===== src/rtl/wb_stage.sv =====
// Write-back stage: retires ALU results in one cycle and aligns/extends load data
// returned from memory before writing the register file.
module wb_stage #(
  parameter int unsigned DATA_W = 32,
  parameter int unsigned ADDR_W = 5
) (
  input  logic              clk,
  input  logic              rst,
  input  logic              flush,
  input  logic              in_valid,
  output logic              in_ready,
  input  logic              in_wen,
  input  logic [ADDR_W-1:0] in_waddr,
  input  logic [DATA_W-1:0] in_result,
  input  logic              in_is_load,
  input  logic [1:0]        in_ld_size,
  input  logic              in_ld_unsigned,
  input  logic [1:0]        in_byte_off,
  input  logic              mem_rvalid,
  input  logic [DATA_W-1:0] mem_rdata,
  output logic              rf_write,
  output logic [ADDR_W-1:0] rf_waddr,
  output logic [DATA_W-1:0] rf_din,
  output logic              pend_valid,
  output logic [ADDR_W-1:0] pend_addr,
  output logic [31:0]       retire_cnt
);

  localparam int unsigned CNT_W = 32;

  typedef enum logic {
    IDLE      = 1'b0,
    WAIT_LOAD = 1'b1
  } state_e;

  state_e              state_q, state_d;
  logic                rf_write_q, rf_write_d;
  logic [ADDR_W-1:0]   rf_waddr_q, rf_waddr_d;
  logic [DATA_W-1:0]   rf_din_q, rf_din_d;
  logic [ADDR_W-1:0]   pend_addr_q, pend_addr_d;
  logic [CNT_W-1:0]    retire_cnt_q, retire_cnt_d;
  logic                ld_wen_q, ld_wen_d;
  logic [1:0]          ld_size_q, ld_size_d;
  logic                ld_uns_q, ld_uns_d;
  logic [1:0]          ld_off_q, ld_off_d;

  logic                accept;
  logic [7:0]          byte_lane;
  logic [15:0]         half_lane;
  logic [DATA_W-1:0]   load_data;

  assign in_ready   = (state_q == IDLE) && !flush;
  assign accept     = in_valid && in_ready;
  assign rf_write   = rf_write_q;
  assign rf_waddr   = rf_waddr_q;
  assign rf_din     = rf_din_q;
  assign pend_valid = (state_q == WAIT_LOAD);
  assign pend_addr  = pend_addr_q;
  assign retire_cnt = retire_cnt_q;

  // Lane selection and extension of the returned load word.
  always_comb begin
    byte_lane = mem_rdata[{ld_off_q, 3'b000} +: 8];
    half_lane = ld_off_q[1] ? mem_rdata[31:16] : mem_rdata[15:0];
    case (ld_size_q)
      2'd0:    load_data = ld_uns_q ? DATA_W'(byte_lane)
                                    : {{(DATA_W-8){byte_lane[7]}}, byte_lane};
      2'd1:    load_data = ld_uns_q ? DATA_W'(half_lane)
                                    : {{(DATA_W-16){half_lane[15]}}, half_lane};
      default: load_data = mem_rdata;
    endcase
  end

  // Next-state logic; address/data only move when a write actually happens.
  always_comb begin
    state_d     = state_q;
    rf_write_d  = 1'b0;
    rf_waddr_d  = rf_waddr_q;
    rf_din_d    = rf_din_q;
    pend_addr_d = pend_addr_q;
    ld_wen_d    = ld_wen_q;
    ld_size_d   = ld_size_q;
    ld_uns_d    = ld_uns_q;
    ld_off_d    = ld_off_q;

    case (state_q)
      IDLE: begin
        if (accept) begin
          if (in_is_load) begin
            state_d     = WAIT_LOAD;
            pend_addr_d = in_waddr;
            ld_wen_d    = in_wen;
            ld_size_d   = in_ld_size;
            ld_uns_d    = in_ld_unsigned;
            ld_off_d    = in_byte_off;
          end else if (in_wen) begin
            rf_write_d = 1'b1;
            rf_waddr_d = in_waddr;
            rf_din_d   = in_result;
          end
        end
      end
      WAIT_LOAD: begin
        if (flush) begin
          state_d     = IDLE;
          pend_addr_d = '0;
        end else if (mem_rvalid) begin
          state_d     = IDLE;
          pend_addr_d = '0;
          if (ld_wen_q) begin
            rf_write_d = 1'b1;
            rf_waddr_d = pend_addr_q;
            rf_din_d   = load_data;
          end
        end
      end
      default: state_d = IDLE;
    endcase

    retire_cnt_d = retire_cnt_q + CNT_W'(rf_write_d);
  end

  always_ff @(posedge clk) begin
    if (rst) begin
      state_q      <= IDLE;
      rf_write_q   <= 1'b0;
      rf_waddr_q   <= '0;
      rf_din_q     <= '0;
      pend_addr_q  <= '0;
      retire_cnt_q <= '0;
      ld_wen_q     <= 1'b0;
      ld_size_q    <= 2'd0;
      ld_uns_q     <= 1'b0;
      ld_off_q     <= 2'd0;
    end else begin
      state_q      <= state_d;
      rf_write_q   <= rf_write_d;
      rf_waddr_q   <= rf_waddr_d;
      rf_din_q     <= rf_din_d;
      pend_addr_q  <= pend_addr_d;
      retire_cnt_q <= retire_cnt_d;
      ld_wen_q     <= ld_wen_d;
      ld_size_q    <= ld_size_d;
      ld_uns_q     <= ld_uns_d;
      ld_off_q     <= ld_off_d;
    end
  end

endmodule


===== config.mk =====
export PLATFORM = sky130hd
export DESIGN_NAME = wb_stage
export DESIGN_NICKNAME = d
export VERILOG_FILES = /design/src/rtl/wb_stage.sv
export SDC_FILE = /design/constraint.sdc
export NUM_CORES = 1
export LEC_CHECK = 0
export BUFFER_PORTS_ARGS = -buffer_cell sky130_fd_sc_hd__buf_2
export CAP_MARGIN = 10
export CORE_ASPECT_RATIO = 1.25
export CORE_MARGIN = 3
export CORE_UTILIZATION = 30
export CTS_BUF_LIST = sky130_fd_sc_hd__clkbuf_8
export DETAILED_ROUTE_END_ITERATION = 7
export GPL_ROUTABILITY_DRIVEN = 0
export PLACE_DENSITY = 0.6
export SLEW_MARGIN = 10
export SYNTH_ARGS = -nofsm -noshare
export SYNTH_HDL_FRONTEND = slang
export SYNTH_SLANG_ARGS = --single-unit

===== constraint.sdc =====
create_clock -name clk -period 3.6 [get_ports clk]
set_input_delay 0.18 -clock clk [delete_from_list [all_inputs] [get_ports clk]]
set_output_delay 0.18 -clock clk [all_outputs]
set_load 0.02 [all_outputs]

Yosys cells after proc, flatten, opt, wreduce, memory -nomap -nowiden:

Cells that the tools add are included.

* bits in registers: 82
* output and inout port bits: 77

* add/subtract/negate cells: 1
* eq/ne operators: 9
* shift operators: 1
* multiplexer cells: 35
* bitwise logic cells: 1
* reductions and logical operators: 7

Operators by type and width (number)
* $mux W32: 8
* $pmux W32 S2: 2
* $mux W5: 10
* $add A32 B1 Y32: 1
* $shiftx A32 B6 Y8: 1
* $pmux W5 S2: 2
* $mux W16: 1
* $ne A2 B2 Y1 const B: 6
* $mux W1: 10
* $reduce_and A3 Y1: 2
* $reduce_and A6 Y1: 1
* $pmux W1 S2: 2
* $ne A3 B3 Y1 const B: 1
* $eq A2 B1 Y1 const B: 1
* $logic_and A1 B1 Y1: 2
* $logic_not A2 Y1: 1
* $ne A2 B1 Y1 const B: 1
* $logic_not A1 Y1: 1
* $not A1 Y1: 1

Depth between registers and ports, before layout:

* word-level depth: 7
* depth in mapped cells: 12
* gate-level depth less buffers: 8

Least setup slack after synthesis:

Ideal clock, no wire load.

* path type: register to register
* start: reg state_q (netlist: pend_valid)
* end: reg retire_cnt_q[22] (netlist: retire_cnt[22])
* setup time: 0.071 ns
* arrival time: 2.656 ns
* data required time: 3.529 ns
* setup slack: 0.873 ns
* cell stages (with the launch flop): 12
* clock period less this slack: 2.727 ns
* cell sequence: dfxtp_1 buf_2 nand3_1 a21o_1 inv_2 clkbuf_1 ha_1 ha_1 nand2_4 buf_6 or4_1 a21oi_1

* word-level cells in the longest chain between the ends: 6

RTL lines
* from (decl): RTL line 36 `state_e state_q, state_d;`
* from (signal assigned): RTL line 136 `state_q <= state_d;`
* $not A1 Y1
* $logic_and A1 B1 Y1: RTL line 52 `assign in_ready = (state_q == IDLE) && !flush;`
* $logic_and A1 B1 Y1: RTL line 53 `assign accept = in_valid && in_ready;`
* $mux W1: RTL line 88 `if (accept) begin`
* $pmux W1 S2 *: RTL line 86 `case (state_q)`
* named net rf_write_d: RTL line 37 `logic rf_write_q, rf_write_d;`
* $add A32 B1 Y32 *: RTL line 120 `retire_cnt_d = retire_cnt_q + CNT_W'(rf_write_d);`
* to (signal assigned): RTL line 141 `retire_cnt_q <= retire_cnt_d;`
* to (decl): RTL line 41 `logic [CNT_W-1:0] retire_cnt_q, retire_cnt_d;`

Mark *: on every way through the listed nets, which the timed path passes. The rest lies on a longest branch.
A chain may end at the register's enable or synchronous reset.

Worst setup path after layout:

* start: reg state_q (netlist: pend_valid)
* end: reg retire_cnt_q[23] (netlist: retire_cnt[23])

* word-level cells in the longest chain between the ends: 6

RTL lines (RTL line)
* $not A1 Y1
* $logic_and A1 B1 Y1: 52
* $logic_and A1 B1 Y1: 53
* $mux W1: 88
* $pmux W1 S2 *: 86
* $add A32 B1 Y32 *: 120

Mark *: on every way between the ends. The rest lies on a longest branch, timed or not.

==> results.cfg <==
[power_and_ir_drop]
static_leakage_nw = 2.20
power.share.sequential_pct = 48.4
power_switching_uw = 523
share_comb_of_total_power_pct = 11.0
p_int_mw = 1.43
power_density_mw_per_mm2 = 357
vdd_ir_drop_max_v = 0.000172
power.total_mw = 1.95
switching_share_of_power_pct = 26.8
power.share.clock_pct = 40.5

[timing]
final_period_minus_worst_setup_slack_ns = 2.46
timing.fmax_ghz = 0.407
timing.final.max_slew_violations = 0
timing_worst_slew_pin_value_ns = 1.04
maxSlewHeadroom_pct = 30.6
period_share_pct = 68.2
hold-worst-slack_ns = 0.0329
timing_hold_violations_final = 0
report.final.setup_viol = 0
totalNegativeSetupSlack_ns = 0
grt_setup_unrepaired = false
worst_clock_skew_ns = 0.0172
layout_setup_ws_ns = 1.14

[clocking]
cts_root_buf = sky130_fd_sc_hd__clkbuf_8
clk_pin_slew_ns = 0.10
tritoncts = yes
cts.sinks = 82
postCtsSetupBuffers = 0
cts-root-to-sink-buffers = 2
cts-hold-fix-buffers = 0
clkLatencyLatePin_ns = 0.38
cts-htree-levels = 3
post_cts_resized = 0
cts_inserted_buffers = 9

[global_routing]
grt.overflow.total = 0
grt_antenna_before_repair = 0
maximum_number_of_pins_on_one_net_before_global_route_repair = 50
global_route.usage.total_pct = 18.1
number_of_global_route_vias_before_repair = 4481
grt_pass1_wl_um = 23200

[critical_path]
worstPathRequired_ns = 3.90
setup.worst_path.start_class = flop
setup.worst_path.end_class = flop
cp.arrival_ns = 2.76
cp-endpoint = retire_cnt[23]$_SDFF_PP0_
worstReg2RegStart = pend_valid$_SDFF_PP0_
reg2regPathDepth = 8
timing.rr.end = retire_cnt[23]$_SDFF_PP0_
slack_of_the_worst_reg_to_reg_path_ns = 1.14
timing.setup.critical_path_class = reg -> reg
crit_start = pend_valid$_SDFF_PP0_
cp_max_fo = 22

[min_path]
hp-class = in -> reg
beginning_of_the_worst_hold_path = in_ld_size[0]

[yosys]
synth_top_family_by_area = compound AO/OA/AOI/OAI gates
synthTopCellsByArea = sky130_fd_sc_hd__dfxtp_1 (37%), sky130_fd_sc_hd__a221oi_1 (4.8%), sky130_fd_sc_hd__o21ai_0 (3.9%)
yosys.area_share.simple_pct = 24.4
synth-warning-count = 0
syn_inst = 509
synth_area_leader = sky130_fd_sc_hd__dfxtp_1
ys_seq_area_share_pct = 37.3
netlist_area_mm2 = 0.00441
post_synth.cell_area_avg_um2 = 8.66
synth-main-ff-cell = sky130_fd_sc_hd__dfxtp_1
synthDominantCellAreaShare_pct = 37.3
syn_nets = 592
compound_cell_area_share_of_the_yosys_netlist_pct = 24.9
synth.mux.area_fraction_pct = 5.03
async_set_or_reset_flop_fraction_in_the_synthesized_netlist_pct = 0
synth_xor_area_share_pct = 2.19
post_synth_num_cell_types = 53
ys_seq_elements = 82
synth-edff-count = 0
synth-adder-area-share_pct = 0.568

[placed_design]
port_buffers = 157
placed_cells = 801
detailed_place.area_mm2 = 0.00523
place_ws_ns = 1.16
dp.final_hpwl_um = 10900

[finish]
syn_to_layout_area_delta_pct = 23.9
layout.cells.non_filler = 817
antenna_cells_inserted = 0
filler_cell_count = 1453
final_layout_size_suffix_gt1_share_pct = 31.6
finish.instance_area_mm2 = 0.00546
layout.nets = 720
finalCoreUtilization_pct = 38.7

[die]
floorplan.initialDensity_pct = 31.2
design.portCount = 158
die_width_um = 114
die-area_mm2 = 0.0162
core_area_mm2 = 0.0141
die_height_um = 141
std_cell_rows = 48

[route]
routed_wl_um = 14900
drt-wirelength-per-cell_um = 18.2
1st_iter_drt_viols = 261
dr_total_vias = 4631
route.detailed.drc = 0
detail-route-antenna-nets = 0
via_per_inst = 5.67
firstDrtPassIters = 5

[run_status]
run_status = finished, final reports clean

[flow_run]
maxCapViolCount = 0
## synthesized netlist by cell type (2+ instances only)
library cell / number
sky130_fd_sc_hd__a211o_1: 7
sky130_fd_sc_hd__a211oi_1: 12
sky130_fd_sc_hd__a21oi_1: 30
sky130_fd_sc_hd__a221oi_1: 24
sky130_fd_sc_hd__a22oi_1: 16
sky130_fd_sc_hd__a311oi_1: 8
sky130_fd_sc_hd__and2_1: 2
sky130_fd_sc_hd__and3_1: 2
sky130_fd_sc_hd__and3b_1: 7
sky130_fd_sc_hd__and4_1: 4
sky130_fd_sc_hd__buf_1: 3
sky130_fd_sc_hd__buf_2: 13
sky130_fd_sc_hd__buf_4: 2
sky130_fd_sc_hd__buf_6: 2
sky130_fd_sc_hd__clkbuf_1: 24
sky130_fd_sc_hd__dfxtp_1: 82
sky130_fd_sc_hd__ha_1: 2
sky130_fd_sc_hd__inv_1: 3
sky130_fd_sc_hd__mux2_2: 8
sky130_fd_sc_hd__mux2i_1: 12
sky130_fd_sc_hd__nand2_1: 35
sky130_fd_sc_hd__nand2b_1: 11
sky130_fd_sc_hd__nand3_1: 11
sky130_fd_sc_hd__nand3b_1: 2
sky130_fd_sc_hd__nand4_1: 8
sky130_fd_sc_hd__nand4_4: 3
sky130_fd_sc_hd__nor2_1: 43
sky130_fd_sc_hd__nor2b_1: 16
sky130_fd_sc_hd__nor3_1: 5
sky130_fd_sc_hd__nor4_1: 2
sky130_fd_sc_hd__o21ai_0: 34
sky130_fd_sc_hd__o221ai_1: 8
sky130_fd_sc_hd__o31ai_1: 16
sky130_fd_sc_hd__or3_1: 3
sky130_fd_sc_hd__or4_1: 16
sky130_fd_sc_hd__or4b_2: 7
sky130_fd_sc_hd__xor2_1: 10
## worst max-delay path, stage by stage, from the launching register on
cell	delay, ns
sky130_fd_sc_hd__dfxtp_2	0.58
sky130_fd_sc_hd__nand3_1	0.12
sky130_fd_sc_hd__a21o_1	0.19
sky130_fd_sc_hd__inv_2	0.06
sky130_fd_sc_hd__ha_1	0.15
sky130_fd_sc_hd__and2_1	0.35
sky130_fd_sc_hd__nand2_2	0.22
sky130_fd_sc_hd__or4_1	0.54
sky130_fd_sc_hd__a21oi_1	0.16
## state kept, by name, indices dropped and copies added, names as in the netlist, 2 cells and up
register / flops
pend_addr: 5
retire_cnt: 32
ld_size_q: 2
rf_din: 32
ld_off_q: 2
rf_waddr: 5
## power groups by stage
stage,Clock (mW),Combinational [mW],Sequential [mW]
2_1_floorplan,0,0.106,0.972
3_3_place_gp,0,0.211,0.965
5_1_grt,0.845,0.236,0.948
6_report,0.791,0.215,0.945
3_5_place_dp,0,0.215,0.966
4_1_cts,0.810,0.216,0.945
## cells by family after synthesis
kind of cell | Yosys count
simple gates | 183
mux | 21
flops | 82
buf+inv | 51
xor+xnor | 11
fa+ha+maj | 2
compound gates | 159
## cells in the final DEF, fill, tap and decap left out, drive strengths merged, types with 8 or more instances in the layout
master / netlist / routed
nand2: 37 / 37
o31ai: 16 / 16
a21oi: 30 / 30
buf: 21 / 163
nor2b: 16 / 16
or4: 16 / 16
dfxtp: 82 / 82
a211oi: 12 / 12
nor2: 43 / 43
clkbuf: 25 / 10
nand4: 11 / 11
a22oi: 16 / 16
o221ai: 8 / 8
xor2: 10 / 10
mux2i: 12 / 12
a221oi: 24 / 24
nand3: 11 / 11
o21ai: 34 / 34
mux2: 9 / 9
a311oi: 8 / 8
nand2b: 11 / 11
## worst min path at each step
stage,end,slack (ns),depth (start not counted)
2_1_floorplan,ld_size_q[1]$_SDFFE_PP0P_,0.32,2
4_1_cts,ld_off_q[1]$_SDFFE_PP0P_,0.02,3
3_3_place_gp,ld_size_q[1]$_SDFFE_PP0P_,0.41,3
5_1_grt,ld_size_q[0]$_SDFFE_PP0P_,0.02,3
3_5_place_dp,ld_size_q[0]$_SDFFE_PP0P_,0.43,3
6_report,ld_size_q[0]$_SDFFE_PP0P_,0.03,3
## per-layer routing
metal / global-route usage (%) / vias to the layer above / share of wire, %
met2: 30.8 / 221 / 49
met3: 5.12 / 26 / 8.8
met5: 0 / - / 0
met1: 21.1 / 2191 / 39
li1: - / 2193 / -
met4: 7.88 / 0 / 2.6
## cell type report
class                      count  area, um2  area share (%)
multi-input combinational    376       2520            46.2
clock inverter                 6       88.8            1.63
sequential                    82       1640            30.1
tap                          175        219            4.01
timing repair buffer         163        831            15.2
inverter                       5       18.8           0.344
clock buffer                  10        138            2.52
No activity file was read; power rests on OpenSTA's default activity.
